<file path="config.mk">
export PLATFORM = sky130hd
export DESIGN_NAME = mem_stream_reader
export DESIGN_NICKNAME = d
export VERILOG_FILES = /design/src/rtl/mem_stream_reader.sv
export SDC_FILE = /design/constraint.sdc
export NUM_CORES = 1
export LEC_CHECK = 0
export CAP_MARGIN = 20
export CORE_MARGIN = 8
export CORE_UTILIZATION = 44
export CTS_CLUSTER_DIAMETER = 40
export DETAILED_ROUTE_END_ITERATION = 8
export PLACE_DENSITY_LB_ADDON = 0.3
export SYNTH_ARGS = -nofsm -noshare
export SYNTH_HDL_FRONTEND = slang
export SYNTH_SLANG_ARGS = --single-unit
</file>
<file path="constraint.sdc">
create_clock -name clk -period 3 [get_ports clk]
set_clock_uncertainty 0.2 [all_clocks]
set_input_delay 0.45 -clock clk [delete_from_list [all_inputs] [get_ports clk]]
set_output_delay 0.45 -clock clk [all_outputs]
set_load 0.02 [all_outputs]
</file>
<file path="src/rtl/mem_stream_reader.sv">
// ============================================================================
//  Module   : mem_stream_reader
//  Brief    : Read sequencer for a 1-cycle-latency RAM. It streams a wrapping
//             address range out through a two-entry valid/ready buffer.
//  Revision : 1.0  initial release
// ============================================================================
`default_nettype none

module mem_stream_reader #(
    parameter int ADDR_W = 4,
    parameter int DATA_W = 8
) (
    input  logic              clk,
    input  logic              rst_n,
    input  logic              start,
    input  logic [ADDR_W-1:0] start_addr,
    input  logic [ADDR_W:0]   length,
    output logic              busy,
    output logic              done,
    output logic              mem_r_en,
    output logic [ADDR_W-1:0] mem_r_addr,
    input  logic [DATA_W-1:0] mem_r_data,
    output logic              out_valid,
    input  logic              out_ready,
    output logic [DATA_W-1:0] out_data
);

    localparam logic [2:0] c_buf_depth = 3'd2;

    typedef enum logic [1:0] {
        S_IDLE  = 2'd0,
        S_READ  = 2'd1,
        S_DRAIN = 2'd2
    } state_t;

    state_t              r_state;
    state_t              w_state_nxt;
    logic [ADDR_W-1:0]   r_addr;
    logic [ADDR_W:0]     r_remaining;
    logic                r_inflight;
    logic [1:0]          r_occ;
    logic [DATA_W-1:0]   r_buf0;
    logic [DATA_W-1:0]   r_buf1;
    logic                r_done;

    logic                w_pop;
    logic                w_push;
    logic [2:0]          w_level;
    logic                w_issue;
    logic                w_accept;
    logic                w_zero_cmd;
    logic                w_drain_done;
    logic                w_done_nxt;
    logic [1:0]          w_wr_idx;

    assign w_pop      = out_valid & out_ready;
    assign w_push     = r_inflight;

    // Counting the in-flight read as occupied keeps a slot reserved for it,
    // so the buffer cannot overflow when the returned word lands.
    assign w_level    = {1'b0, r_occ} + {2'b00, r_inflight} - {2'b00, w_pop};
    assign w_issue    = (r_state == S_READ) && (r_remaining != '0) && (w_level < c_buf_depth);

    assign w_accept     = (r_state == S_IDLE) && start && (length != '0);
    assign w_zero_cmd   = (r_state == S_IDLE) && start && (length == '0);
    assign w_drain_done = (r_state == S_DRAIN) && w_pop && (r_occ == 2'd1) && !r_inflight;

    // Tail slot for an incoming word, after accounting for this cycle's pop.
    assign w_wr_idx   = r_occ - {1'b0, w_pop};

    always_comb begin
        w_state_nxt = r_state;
        w_done_nxt  = 1'b0;
        case (r_state)
            S_IDLE: begin
                if (w_accept) begin
                    w_state_nxt = S_READ;
                end
                w_done_nxt = w_zero_cmd;
            end
            S_READ: begin
                if (w_issue && (r_remaining == {{ADDR_W{1'b0}}, 1'b1})) begin
                    w_state_nxt = S_DRAIN;
                end
            end
            S_DRAIN: begin
                if (w_drain_done) begin
                    w_state_nxt = S_IDLE;
                    w_done_nxt  = 1'b1;
                end
            end
            default: begin
                w_state_nxt = S_IDLE;
            end
        endcase
    end

    always_ff @(posedge clk or negedge rst_n) begin
        if (!rst_n) begin
            r_state <= S_IDLE;
            r_done  <= 1'b0;
        end else begin
            r_state <= w_state_nxt;
            r_done  <= w_done_nxt;
        end
    end

    always_ff @(posedge clk or negedge rst_n) begin
        if (!rst_n) begin
            r_addr      <= '0;
            r_remaining <= '0;
            r_inflight  <= 1'b0;
        end else begin
            r_inflight <= w_issue;
            if (w_accept) begin
                r_addr      <= start_addr;
                r_remaining <= length;
            end else if (w_issue) begin
                r_addr      <= r_addr + 1'b1;
                r_remaining <= r_remaining - 1'b1;
            end
        end
    end

    // Two-entry buffer: r_buf0 is always the head, so a pop shifts r_buf1 down.
    always_ff @(posedge clk or negedge rst_n) begin
        if (!rst_n) begin
            r_occ  <= 2'd0;
            r_buf0 <= '0;
            r_buf1 <= '0;
        end else begin
            r_occ <= r_occ + {1'b0, w_push} - {1'b0, w_pop};
            if (w_pop) begin
                r_buf0 <= r_buf1;
            end
            if (w_push) begin
                if (w_wr_idx == 2'd0) begin
                    r_buf0 <= mem_r_data;
                end else begin
                    r_buf1 <= mem_r_data;
                end
            end
        end
    end

    assign busy       = (r_state != S_IDLE);
    assign done       = r_done;
    assign mem_r_en   = w_issue;
    assign mem_r_addr = r_addr;
    assign out_valid  = (r_occ != 2'd0);
    assign out_data   = r_buf0;

endmodule

`default_nettype wire

</file>
* After elaboration in Yosys (flattened, before gate mapping) *
Index checks and enable logic that the tools add are counted.
Widths: inputs -> output; s select.

word-level totals
  register bits after elaboration = 31
  input bits = 21
  output and inout port bits = 16
  word-level logic and storage cells = 58

cells by class
  add/sub/neg operators = 7
  order comparisons = 1
  eq/ne operators = 7
  muxes and demuxes = 13
  bitwise logic cells = 2
  reductions and logical operators = 20

operator list
  kind                 number
  $mux 8               3
  $mux 5               2
  $reduce_bool 5->1    2
  $logic_and 1x1->1    9
  $mux 4               2
  $mux 2               3
  $pmux 2 s3           1
  $reduce_bool 2->1    3
  $eq 5x1->1 const B   1
  $logic_not 5->1      1
  $sub 5x1->5 const B  1
  $add 4x1->4 const B  1
  $eq 2x1->1 const B   2
  $logic_not 2->1      2
  $ne 2x2->1 const B   2
  $sub 2x1->2          2
  $add 2x1->3          1
  $lt 3x2->1 const B   1
  $reduce_and 3->1     1
  $sub 3x1->3          1
  $add 2x1->2          1
  $eq 2x2->1 const B   1
  $ne 2x1->1 const B   1
  $pmux 1 s2           1
  5 further kinds      5

* Depth between registers and ports, before layout *
Gate-level depths: netlist of the first run.

  word-level depth = 8
  gate-level depth with buffers = 10
  mapped depth without buffers = 9

* Worst setup path before layout of the first run *
No wires, ideal clock.

  kind = in2out
  start point = in out_ready
  end point = out mem_r_en
  arrival = 2.394 ns
  required time = 2.350 ns
  path slack = -0.044 ns
  stages = 8
  buffers on the path = 1
  path through = nand3b_1 > nand2_1 > ha_1 > fa_1 > or3b_1 > or3_1 > buf_6 > inv_1

on the way
  longest elaborated chain between the ends = 4

ends and longest elaborated chain
  item                RTL line  text
  start: declaration  24        input logic out_ready,
  $and 1x1->1         56        assign w_pop = out_valid & out_ready;
  $sub 3x1->3         61        assign w_level = {1'b0, r_occ} + {2'b00, r_inflight} - {2'b00, w_pop};
  via w_level[1]      48        logic [2:0] w_level;
  $lt 3x2->1          62        assign w_issue = (r_state == S_READ) && (r_remaining != '0) && (w_level < c_buf_depth);
  $logic_and 1x1->1   62
  end: declaration    20        output logic mem_r_en,

The timed path passes the listed nets, and every way through them passes these cells.

* Worst setup path in the final report of the first run *
  start point = reg r_occ[0]
  end point = out mem_r_en

on the way
  longest elaborated chain between the ends = 5
  elaborated cells between the ends (all ways) = 6
  those cells by class = add/sub: 2; order compare: 1; bitwise: 1; reduce/logical: 2

ends and longest elaborated chain
  item                                                                 RTL line  text
  start: declaration                                                   41        logic [1:0] r_occ;
  start signal: assignment                                             132       r_occ <= r_occ + {1'b0, w_push} - {1'b0, w_pop};
  parallel branches: the longest is 2 deep, another holds $add 2x1->3  --
  $sub 3x1->3 (*)                                                      61
  via w_level[1]                                                       48
  $lt 3x2->1 (*)                                                       62
  $logic_and 1x1->1 (*)                                                62

Mark *: on every way through the listed nets, which the timed path passes.

==> impl_metrics.ini, run 1 <==
[timing]
max_freq_mhz = 304.1
slew-limit-headroom_pct = 69.23
final-max-slew-violation-count = 0
setup_viol = 7
tightest_slew_ns = 0.4605
rsz0062_at_grt = yes
timing.final.hold_violations = 0
worst_slack_ns = -0.2882
min_period_ns = 3.288
post-route-period-util_pct = 109.6
holdWs_ns = 0.2898
setup_tns_ns = -1.006

[worst_setup_path]
cp_max_fo = 3
criticalPathCategory = register to primary output
critPathBufInv = 2
setup.worst_path.start_class = register
critPathCaptureType = primary output
cp_slowest_cell = fa_1
crit_chain = nand3b_1, nand2_2, ha_4, fa_1, or3b_4, or3_4, clkinvlp_4, buf_6
cp.arrival_ns = 2.64
cpPeakStageDelay_ns = 0.43
crit_required_ns = 2.35
crit_family = simple AND/OR/NAND/NOR gates

[drt]
wl_per_cell_um = 14.62
viasPerCell = 5.115
first_pass_iters = 4
drtIter0Drc = 38
ant_nets = 0
num_vias = 1248
routed_wl_um = 3568
drc = 0

[clocking]
cts-root-buf = clkbuf_4
holdBufCountCts = 0
clkSlewWorstSetupHoldPaths_ns = 0.10
clk_latency_ns = 0.33
cts_sinks = 31
cts.htree.levels = 2
clockBufferDepth = 2
numCtsBuffers = 5
tritoncts = built

[global_route]
top_usage_layer = met2
grt_pass1_vias = 1385
antenna_found_initial = 0
grtUsageTotal_pct = 13.89
globalRouteMet2Util_pct = 24.28
grt_max_degree = 32
gr-usage-met3_pct = 5.193
gr-usage-met1_pct = 14.15
grt_pass1_wl_um = 5996
globalRouteOverflowTotal = 0

[placement]
gp_congestion = 0.8164
port_buffers = 36
place_area_um2 = 2048
hpwl_um = 2599
dpl_worst_slack_ns = -0.9790

[outcome]
violations = negative setup slack
status = finished, violations left

[cells_and_area]
antenna_cells = 0
nNetsFinal = 225
finalInstanceArea_um2 = 2216
syn2layout_area_growth_pct = 43.40
drive_gt1_share_pct = 24.75

[synthesis]
synth_compound_area_share_pct = 11.34
synth_top_area_cell = dfrtp_1
synth_seq_cells = 31
synth_top_family_by_area = simple AND/OR/NAND/NOR gates
synthTopCellsByArea = dfrtp_1 50%, mux2_2 5.8%, mux2i_1 5.2%
synth_cell_types = 38
yosys_warnings = 0
synth_edf_count = 0
synth_ff_type = dfrtp_1
syn_area_um2 = 1545
avgSynthCellArea_um2 = 11.20
syn-instance-count = 138
synth_xor_area_share_pct = 2.267
synth_mux_area_share_pct = 11.01
synth_top_area_share_pct = 50.20
async_flop_share_pct = 100.0
ys_seq_area_share_pct = 50.20
synth_fp_nets = 166
synthAdderAreaFrac_pct = 6.154
synthSimpleGateAreaFrac_pct = 15.63

[run]
maxCapViolCount = 0

[power_and_ir_drop]
power_leakage_nw = 1.011
total_power_w = 0.002584
worst_ir_drop_vdd_mv = 1.035
powerDensity_nw_per_um2 = 1166

[floorplan]
ios = 37
fp.coreArea_um2 = 3363
initial_core_util_pct = 45.94
die_y_um = 75.26
die_x_um = 75.26
die-area_um2 = 5664
row_count = 21

[hold_path]
hold_class = primary input to asynchronous set/reset pin
==> power by group <==
group,switching [W],internal [W]
clock network,0.000147,0.000197
registers,0.000150,0.000625
logic,0.000658,0.000807
==> metal layers <==
metal  vias to the layer above  share of wire (%)
met2                        36                 50
met1                       592                 41
met3                         9                6.9
met5                         -                  0
li1                        611                  -
met4                         0                2.1
==> cell usage in the layout (no fill, tap or decap), types with 3 or more instances in the layout <==
master           count
dfrtp_1             31
mux2i_1              8
clkbuf_4             5
a221o_1              4
a21oi_1              9
mux2_2               8
ha_1                 5
nor3_1               3
xnor2_1              4
buf_6                3
nand2_1              5
buf_4               17
inv_1                6
clkdlybuf4s50_1     34
nor2_1              16
==> flip-flops by register name, summed over array words and instances, names as in the netlist <==
register,cells
out_data,8
r_buf1,8
r_remaining,5
mem_r_addr,4
r_occ,2
r_state,2
done,1
r_inflight,1
==> logic make-up after synthesis <==
logic type,Yosys count
buf+inv,10
fa+ha+maj,7
xor+xnor,4
mux,16
compound gates,25
simple gates,45
flops,31
==> metrics by stage <==
step	instances	utilization, %
after floorplan	138	-
after global placement	231	60.90
after detailed placement	231	60.90
after CTS	241	64.29
after global routing	244	65.89
final	244	65.89
==> layout make-up <==
class | instances | area [um^2]
tap | 46 | 57.56
multi-input combinational | 97 | 755.7
clock buffer | 6 | 51.30
sequential | 31 | 775.7
inverter | 7 | 30.03
timing repair buffer | 55 | 510.5
fill | 292 | 1147
clock inverter | 2 | 35.03
==> path summary, 6_finish.rpt <==
| check | from | end | slack [ns] | cells past startpoint |
|---|---|---|---|---|
| setup reg to reg | r_occ[0] | r_remaining[1] | -0.15 | 10 |
| hold reg to reg | r_buf1[3] | r_buf1[3] | 0.31 | 1 |
| setup / recovery | r_occ[0] | mem_r_en | -0.29 | 8 |
| min in group clk | r_buf1[3] | r_buf1[3] | 0.31 | 1 |
| hold / removal | rst_n | r_remaining[4] | 0.29 | 2 |
| max in group asynchronous | rst_n | r_buf1[7] | 2.00 | 2 |
==> timing repair <==
item,CTS,global route
resized for setup,9,7
setup buffers,2,3
endpoints found under the setup margin,12,11
pin swaps,0,4
==> synthesized netlist by cell type (all sizes together) (2+ instances only) <==
cell    instances
mux2            8
nand2           6
a21oi          10
xnor2           4
nand2b          2
dfrtp          31
inv             7
nor3b           2
or3             2
or2             2
ha              6
nor4b           2
a221o           4
o21ai           4
and3            2
nor3            3
nor2           16
mux2i           8
buf             2
No activity file was read; power rests on OpenSTA's default activity.
==> run 2, diff against run 1 <==
--- a/config.mk
+++ b/config.mk
@@ -11,6 +11,7 @@
 export CTS_CLUSTER_DIAMETER = 40
 export DETAILED_ROUTE_END_ITERATION = 8
 export PLACE_DENSITY_LB_ADDON = 0.3
+export SLEW_MARGIN = 10
 export SYNTH_ARGS = -nofsm -noshare
 export SYNTH_HDL_FRONTEND = slang
 export SYNTH_SLANG_ARGS = --single-unit
==> results of run 2 <==
The final DEF is identical to that of run 1; final timing and power are the same.
